## src/rtl/nexi_uart_rx_fifo.sv

```systemverilog
// Purpose: receive buffer between the UART receiver handshake and the CPU read port (16 x 8 bits by default).
// Latency: rx_data_ready rise -> byte on rd_data and empty=0 after 1 clk edge; pops take effect at the edge.
// Backpressure: none toward the receiver; bytes arriving while full are acked, dropped and flagged in overrun.
// Optional irq output enabled by defining NEXI_UART_RX_FIFO_IRQ_EN.
module nexi_uart_rx_fifo #(
    parameter int DEPTH_LOG2 = 4,
    parameter int IRQ_LEVEL  = 1
) (
    input  logic                  clk,
    input  logic                  rst,
    input  logic [7:0]            rx_data,
    input  logic                  rx_data_ready,
    output logic                  rx_read_ack,
    input  logic                  rd_en,
    output logic [7:0]            rd_data,
    output logic                  empty,
    output logic                  full,
    output logic [DEPTH_LOG2:0]   count,
    output logic                  overrun,
    input  logic                  ovr_clr
`ifdef NEXI_UART_RX_FIFO_IRQ_EN
    ,
    output logic                  irq
`endif
);

    localparam int              DEPTH   = 1 << DEPTH_LOG2;
    localparam int              CW      = DEPTH_LOG2 + 1;
    localparam logic [CW-1:0]   DEPTH_C = CW'(DEPTH);

    typedef enum logic {
        S_IDLE = 1'b0,
        S_ACK  = 1'b1
    } state_t;

    state_t                  state;
    logic [7:0]              mem [DEPTH];
    logic [DEPTH_LOG2-1:0]   wptr;
    logic [DEPTH_LOG2-1:0]   rptr;

    logic                    push_req;
    logic                    pop;
    logic                    push_ok;
    logic                    drop;
    logic [CW-1:0]           count_nxt;
    logic                    overrun_nxt;

    // Show-ahead read: head entry is always presented.
    assign rd_data = mem[rptr];

    // Push/pop qualification and next-state of the fill level and overrun flag.
    always_comb begin
        push_req    = (state == S_IDLE) && rx_data_ready;
        pop         = rd_en && !empty;
        // A pop in the same cycle frees the slot, so a full FIFO can still accept.
        push_ok     = push_req && (!full || pop);
        drop        = push_req && full && !pop;
        count_nxt   = count;
        if (push_ok && !pop) begin
            count_nxt = count + 1'b1;
        end else if (!push_ok && pop) begin
            count_nxt = count - 1'b1;
        end
        // A drop wins over a simultaneous clear so no loss goes unreported.
        overrun_nxt = drop | (overrun & ~ovr_clr);
    end

    // Four-phase handshake with the receiver: one push per data_ready assertion.
    always_ff @(posedge clk or posedge rst) begin
        if (rst) begin
            state       <= S_IDLE;
            rx_read_ack <= 1'b0;
        end else begin
            case (state)
                S_IDLE: begin
                    if (rx_data_ready) begin
                        rx_read_ack <= 1'b1;
                        state       <= S_ACK;
                    end
                end
                S_ACK: begin
                    if (!rx_data_ready) begin
                        rx_read_ack <= 1'b0;
                        state       <= S_IDLE;
                    end
                end
                default: begin
                    rx_read_ack <= 1'b0;
                    state       <= S_IDLE;
                end
            endcase
        end
    end

    // Storage array; contents are deliberately left unreset.
    always_ff @(posedge clk) begin
        if (push_ok) begin
            mem[wptr] <= rx_data;
        end
    end

    // Pointers, registered flags and sticky overrun.
    always_ff @(posedge clk or posedge rst) begin
        if (rst) begin
            wptr    <= '0;
            rptr    <= '0;
            count   <= '0;
            empty   <= 1'b1;
            full    <= 1'b0;
            overrun <= 1'b0;
        end else begin
            if (push_ok) begin
                wptr <= wptr + 1'b1;
            end
            if (pop) begin
                rptr <= rptr + 1'b1;
            end
            count   <= count_nxt;
            empty   <= (count_nxt == '0);
            full    <= (count_nxt == DEPTH_C);
            overrun <= overrun_nxt;
        end
    end

`ifdef NEXI_UART_RX_FIFO_IRQ_EN
    localparam logic [CW-1:0] IRQ_LVL_C = CW'(IRQ_LEVEL);

    // Level interrupt tracking the next-cycle fill level and overrun state.
    always_ff @(posedge clk or posedge rst) begin
        if (rst) begin
            irq <= 1'b0;
        end else begin
            irq <= (count_nxt >= IRQ_LVL_C) || overrun_nxt;
        end
    end
`endif

endmodule

```

## config.mk

```make
export PLATFORM = sky130hd
export DESIGN_NAME = nexi_uart_rx_fifo
export DESIGN_NICKNAME = d
export VERILOG_FILES = /design/src/rtl/nexi_uart_rx_fifo.sv
export SDC_FILE = /design/constraint.sdc
export NUM_CORES = 1
export LEC_CHECK = 0
export CAP_MARGIN = 20
export CELL_PAD_IN_SITES_DETAIL_PLACEMENT = 2
export CELL_PAD_IN_SITES_GLOBAL_PLACEMENT = 2
export CORE_MARGIN = 5
export CORE_UTILIZATION = 26
export DETAILED_ROUTE_END_ITERATION = 6
export PLACE_DENSITY = 0.64
export SYNTH_ARGS = -nofsm -noshare
export SYNTH_HDL_FRONTEND = slang
export SYNTH_SLANG_ARGS = --single-unit
```

## constraint.sdc

```tcl
create_clock -name clk -period 2.2 [get_ports clk]
set_input_delay 0.33 -clock clk [delete_from_list [all_inputs] [get_ports clk]]
set_output_delay 0.33 -clock clk [all_outputs]
set_load 0.005 [all_outputs]
```

=== After elaboration in Yosys (flattened, before gate mapping) ===
Memories as Yosys holds them, arrays and structs flattened.
Cells that the tools add are included.

* Logic and storage cells: 42
* Memories kept: 1
* Input bits: 13
* Bits in registers: 18
* Output and inout bits: 17
* Bits in writable memories: 128

* Reduce and logical (&&, ||, !) cells: 14
* Equality and inequality tests: 3
* Add/subtract/negate cells: 4
* Multiplexer cells: 8
* Bitwise logic cells: 4

{| class="wikitable"
|+ Memories
! name !! words !! bits a word !! read ports !! clocked after memory_dff !! wr ports !! line !! source
|-
| mem || 16 || 8 || 1 || 0 || 1 || 37 || <nowiki>logic [7:0] mem [DEPTH];</nowiki>
|}

{| class="wikitable"
|+ Operators by type and width
! kind !! number
|-
| $mux 5 || 2
|-
| $add 4x1->4 const B || 2
|-
| $logic_and 1x1->1 || 7
|-
| $add 5x1->5 const B || 1
|-
| $eq 5x5->1 const B || 1
|-
| $logic_not 5->1 || 1
|-
| $mux 1 || 5
|-
| $sub 5x1->5 const B || 1
|-
| $logic_not 1->1 || 4
|-
| $ne 2x2->1 const B || 2
|-
| $not 1->1 || 2
|-
| $pmux 1 s2 || 1
|-
| $reduce_and 2->1 || 1
|-
| $and 1x1->1 || 1
|-
| $logic_or 1x1->1 || 1
|-
| $or 1x1->1 || 1
|}

=== Logic depth before layout (Yosys ltp) ===
* Word-level depth: 9
* Mapped depth: 7

=== Worst setup path before layout ===
Ideal clock, no wire load.

* Path kind: flip-flop to flip-flop
* Start: register state
* End: memory mem[3][0] (enable)
* Period minus slack after synthesis: 2136 ps
* Cell stages (with the launch flop): 6
* Slack: 64 ps
* Data arrival time: 1753 ps
* Data required time: 1817 ps
* Cell sequence: dfrtp_1 -> inv_1 -> ha_1 -> a21boi_2 -> nand2_1 -> nor3_1

* Word-level cells in the longest chain between the ends: 5

{| class="wikitable"
|+ Ends and longest elaborated chain
! what !! line !! source
|-
| start, declared || 36 || <nowiki>state_t state;</nowiki>
|-
| start signal, assigned || 71 || <nowiki>state <= S_IDLE;</nowiki>
|-
| start signal, assigned || 78 || <nowiki>state <= S_ACK;</nowiki>
|-
| start signal, assigned || 84 || <nowiki>state <= S_IDLE;</nowiki>
|-
| $not 1->1 || - ||
|-
| $logic_and 1x1->1 || 53 || <nowiki>push_req = (state == S_IDLE) && rx_data_ready;</nowiki>
|-
| $logic_and 1x1->1 || 56 || <nowiki>push_ok = push_req && (!full || pop);</nowiki>
|-
| $mux 1 || 97 || <nowiki>if (push_ok) begin</nowiki>
|-
| $mux 1 (not written as such) || 98 || <nowiki>mem[wptr] <= rx_data;</nowiki>
|-
| end, declared || 37 ||
|}

Every way passes these cells.

=== Final worst setup path ===
* Start: register rptr[0]
* End: output rd_data[2]

* Word-level cells in the longest chain between the ends: 1

{| class="wikitable"
|+ Ends and longest elaborated chain
! what !! line !! source
|-
| start, declared || 39 || <nowiki>logic [DEPTH_LOG2-1:0] rptr;</nowiki>
|-
| start signal, assigned || 116 || <nowiki>rptr <= rptr + 1'b1;</nowiki>
|-
| $mem_v2 16x8 || - ||
|-
| end, declared || 15 || <nowiki>output logic [7:0] rd_data,</nowiki>
|}

Every way passes these cells.

==> results.sh <==
export IMPL_outcome="complete, but fails checks"
export IMPL_failed_checks="setup timing"
export IMPL_clock_insertion_delay_worst_skew_ns=0.42
export IMPL_sequential_fraction_of_the_synthesis_area_pct=72.37
export IMPL_timing_critical_path_max_delay_family="buffers and inverters"
export IMPL_placement_cell_area_mm2=0.006880
export IMPL_postLayoutCellArea_mm2=0.007883
export IMPL_critical_path_buf_inv_count=4
export IMPL_tritoncts_num_sinks=146
export IMPL_drt_wirelength_per_cell_um=21.78
export IMPL_cap_violations=0
export IMPL_fin_worst_skew_ns=0.006579
export IMPL_worstPathMaxFanout=13
export IMPL_cp_required_ns=1.87
export IMPL_yosysMostFrequentCell="sky130_fd_sc_hd__edfxtp_1"
export IMPL_dr_total_vias=3482
export IMPL_number_of_buffers_added_to_fix_hold_violations_after_cts=0
export IMPL_crit_path_frequent_cell="sky130_fd_sc_hd__buf_4"
export IMPL_fill_cells=2258
export IMPL_report_final_setup_viol=8
export IMPL_wirelength_mm=16.07
export IMPL_min_period_over_period_pct=112.4
export IMPL_die_w_um=161.1
export IMPL_cellPowerDensity_mw_per_mm2=1345
export IMPL_synth_warning_count=0
export IMPL_tritoncts_clock_tree="built"
export IMPL_timing_fmax_ghz=0.4045
export IMPL_largest_net_degree_at_the_start_of_global_routing=17
export IMPL_worst_slew_pin_transition_ns=0.7490
export IMPL_gr_total_overflow=0
export IMPL_synth_seq_cells=146
export IMPL_worst_path_largest_cell_delay_ns=0.44
export IMPL_crit_path_cell_trace="buf_4 > buf_12 > buf_4 > mux2i_2 > a221oi_2 > a22oi_2 > nand2_1 > buf_2"
export IMPL_clock_path_buffers=2
export IMPL_grt_pass1_wl_mm=25.13
export IMPL_fin_cells=738
export IMPL_min_path_type="in2async"
export IMPL_synth_avg_cell_area_um2=17.01
export IMPL_pre_cts_ws_ns=-0.2402
export IMPL_core_region_area_mm2=0.02257
export IMPL_synth_commonest_cells="128 x sky130_fd_sc_hd__edfxtp_1, 33 x sky130_fd_sc_hd__mux2i_1, 23 x sky130_fd_sc_hd__nand2_1, 17 x sky130_fd_sc_hd__dfrtp_1"
export IMPL_worst_setup_path_start_kind="flip-flop"
export IMPL_post_synth_num_cell_types=38
export IMPL_synthCells=349
export IMPL_gp_congestion=0.7675
export IMPL_via_count_of_the_first_global_routing_pass=4009
export IMPL_cts_htree_levels=4
export IMPL_post_synth_top_area_cell="sky130_fd_sc_hd__edfxtp_1"
export IMPL_detail_route_first_pass_iterations=5
export IMPL_final_hold_violation_count=0
export IMPL_hold_slack_final_ns=0.2404
export IMPL_antenna_cells_inserted=0
export IMPL_antenna_violating_nets_post_route=0
export IMPL_std_cell_rows=55
export IMPL_postSynth_asyncResetShare_pct=12.33
export IMPL_grt_antenna_before_repair=0
export IMPL_drt_initial_drc_count=273
export IMPL_post_synth_design_cell_area_mm2=0.005936
export IMPL_io_buffer_count=29
export IMPL_critical_path_class="reg2out"
export IMPL_via_per_inst=4.718
export IMPL_synth_top_area_share_pct=64.76
export IMPL_clock_root_buffer="sky130_fd_sc_hd__clkbuf_16"
export IMPL_unrepaired_setup_endpoints_after_global_routing="yes"
export IMPL_final_layout_size_suffix_gt1_share_pct=33.55
export IMPL_tritoncts_num_buffers=17
export IMPL_area_delta_synth_final_pct=32.80
export IMPL_max_slew_margin_pct=49.91
export IMPL_dp_hpwl_mm=10.21
export IMPL_boundaryPins=30
export IMPL_report_final_slew_viol_count=0
export IMPL_initial_utilization_pct=26.30
export IMPL_globalRouteTotalUtil_pct=12.84
export IMPL_crit_arrival_ns=2.14
export IMPL_post_route_min_period_ns=2.472
export IMPL_die_height_um=161.1
export IMPL_syn_nets=370
export IMPL_nNetsFinal=461
export IMPL_place_inst=692
export IMPL_setup_worst_path_end_class="primary output"
export IMPL_static_leakage_power_nw=2.803
export IMPL_slowest_stage="sky130_fd_sc_hd__dfrtp_2"
export IMPL_dominantRegCellSynth="sky130_fd_sc_hd__edfxtp_1"
export IMPL_power_ir_vdd_worst_mv=0.6135
export IMPL_drt_drc_violations_left=0
export IMPL_post_route_worst_setup_slack_ns=-0.2725
export IMPL_yosys_top_cells_area="sky130_fd_sc_hd__edfxtp_1 65%, sky130_fd_sc_hd__dfrtp_1 7.2%, sky130_fd_sc_hd__mux4_2 6.1%"
export IMPL_synth_edff_count=128
export IMPL_cts_reportedPaths_clkPinSlew_ns=0.06
export IMPL_floorplan_die_area_mm2=0.02595
through the flow:
stage	TNS (ns)	utilization [%]	power [mW]
floorplan	0	-	5.224
global placement	-10.43	30.48	6.620
detailed placement	-21.36	30.48	6.741
CTS	-1.945	34.89	10.63
global route	-2.529	34.92	11.10
finish	-1.860	34.92	10.60
routing by layer:
| metal | routed length (um) | GRT usage (%) | vias up |
|---|---|---|---|
| met4 | 157 | 3.684 | 0 |
| met1 | 6826 | 15.83 | 1841 |
| met3 | 539 | 2.832 | 14 |
| met5 | 0 | 0 | - |
| met2 | 8549 | 22.72 | 66 |
| li1 | - | - | 1561 |
worst reg2reg max path: cells and delay by family (launching register included):
family / cells / cell delay, ns
AOI/OAI and AO/OA: 1 / 0.35
and+or+nand+nor: 2 / 0.44
buffers and inverters: 2 / 0.28
adders and majority gates: 1 / 0.26
DFF: 1 / 0.37
power breakdown:
part	switching (mW)	total, mW	internal (mW)
clock	1.19	3.11	1.92
sequential	0.253	3.53	3.28
combinational	1.95	3.96	2.01
total	3.39	10.6	7.21
timing repair:
| item | CTS | global route |
|---|---|---|
| pin swaps | 30 | 6 |
| resized for setup | 83 | 4 |
| endpoints found under the hold margin | 0 | 0 |
| endpoints found under the setup margin | 8 | 8 |
| gates cloned | 5 | 0 |
| buffers inserted | 10 | 1 |
state kept, by name, indices dropped and copies added, names as in the netlist:
signal and flops:
full 1, rptr 4, mem 128, state 1, rx_read_ack 1, overrun 1
empty 1, wptr 4, count 5
cells by family (layout without fill, tap and decap cells):
family / Yosys count / count (layout) / synth area share, %
flip-flops: 146 / 146 / 72.37
AND/OR/NAND/NOR: 62 / 62 / 5.101
XOR/XNOR: 8 / 8 / 1.180
AO/OA/AOI/OAI: 48 / 48 / 6.029
multiplexers: 49 / 49 / 11.64
adder cells (fa/ha/maj): 8 / 8 / 1.686
buffers and inverters: 28 / 132 / 2.002
layout by cell type, fill, tap and decap left out, types with 3 or more instances in the layout:
master | synthesis | routed
sky130_fd_sc_hd__edfxtp_1 | 128 | 128
sky130_fd_sc_hd__buf_4 | 0 | 47
sky130_fd_sc_hd__mux2i_1 | 33 | 26
sky130_fd_sc_hd__nand2_1 | 23 | 22
sky130_fd_sc_hd__clkdlybuf4s50_1 | 0 | 21
sky130_fd_sc_hd__clkbuf_16 | 0 | 17
sky130_fd_sc_hd__a221oi_2 | 0 | 16
sky130_fd_sc_hd__mux4_2 | 16 | 16
sky130_fd_sc_hd__dfrtp_1 | 17 | 16
sky130_fd_sc_hd__nor2_1 | 14 | 14
sky130_fd_sc_hd__inv_1 | 10 | 10
sky130_fd_sc_hd__xnor2_1 | 8 | 8
sky130_fd_sc_hd__ha_1 | 8 | 8
sky130_fd_sc_hd__o21ai_0 | 14 | 7
sky130_fd_sc_hd__o21ai_1 | 0 | 7
sky130_fd_sc_hd__mux2i_2 | 0 | 7
sky130_fd_sc_hd__buf_2 | 11 | 7
sky130_fd_sc_hd__buf_6 | 0 | 7
sky130_fd_sc_hd__a22oi_2 | 0 | 6
sky130_fd_sc_hd__nor3_1 | 5 | 5
sky130_fd_sc_hd__buf_16 | 0 | 5
sky130_fd_sc_hd__bufinv_16 | 0 | 4
sky130_fd_sc_hd__nand2b_1 | 3 | 3
sky130_fd_sc_hd__inv_6 | 0 | 3
sky130_fd_sc_hd__clkinv_4 | 0 | 3
worst paths after layout:
check / startpoint / to / slack, ns / depth (start not counted)
min in group clk: rx_data_ready / state$_DFF_PP0_ / 0.41 / 1
max in group asynchronous: rst / wptr[3]$_DFFE_PP0P_ / 1.46 / 3
worst min-delay path: rst / overrun$_DFF_PP0_ / 0.24 / 2
worst max-delay path: rptr[0]$_DFFE_PP0P_ / rd_data[2] / -0.27 / 8
worst max register to register: state$_DFF_PP0_ / mem[7][7]$_DFFE_PP_ / 0.19 / 6
worst min register to register: state$_DFF_PP0_ / rx_read_ack$_DFFE_PP0P_ / 0.47 / 1
layout make-up:
type	instances	area (um2)	area share [%]
timing repair buffer	90	869.6	11.03
inverter	10	37.54	0.4762
sequential	146	4297	54.51
multi-input combinational	175	1690	21.44
tap	285	356.6	4.524
clock buffer	19	432.9	5.492
clock inverter	13	198.9	2.524
Note: power is estimated with default switching activity, not from simulation.
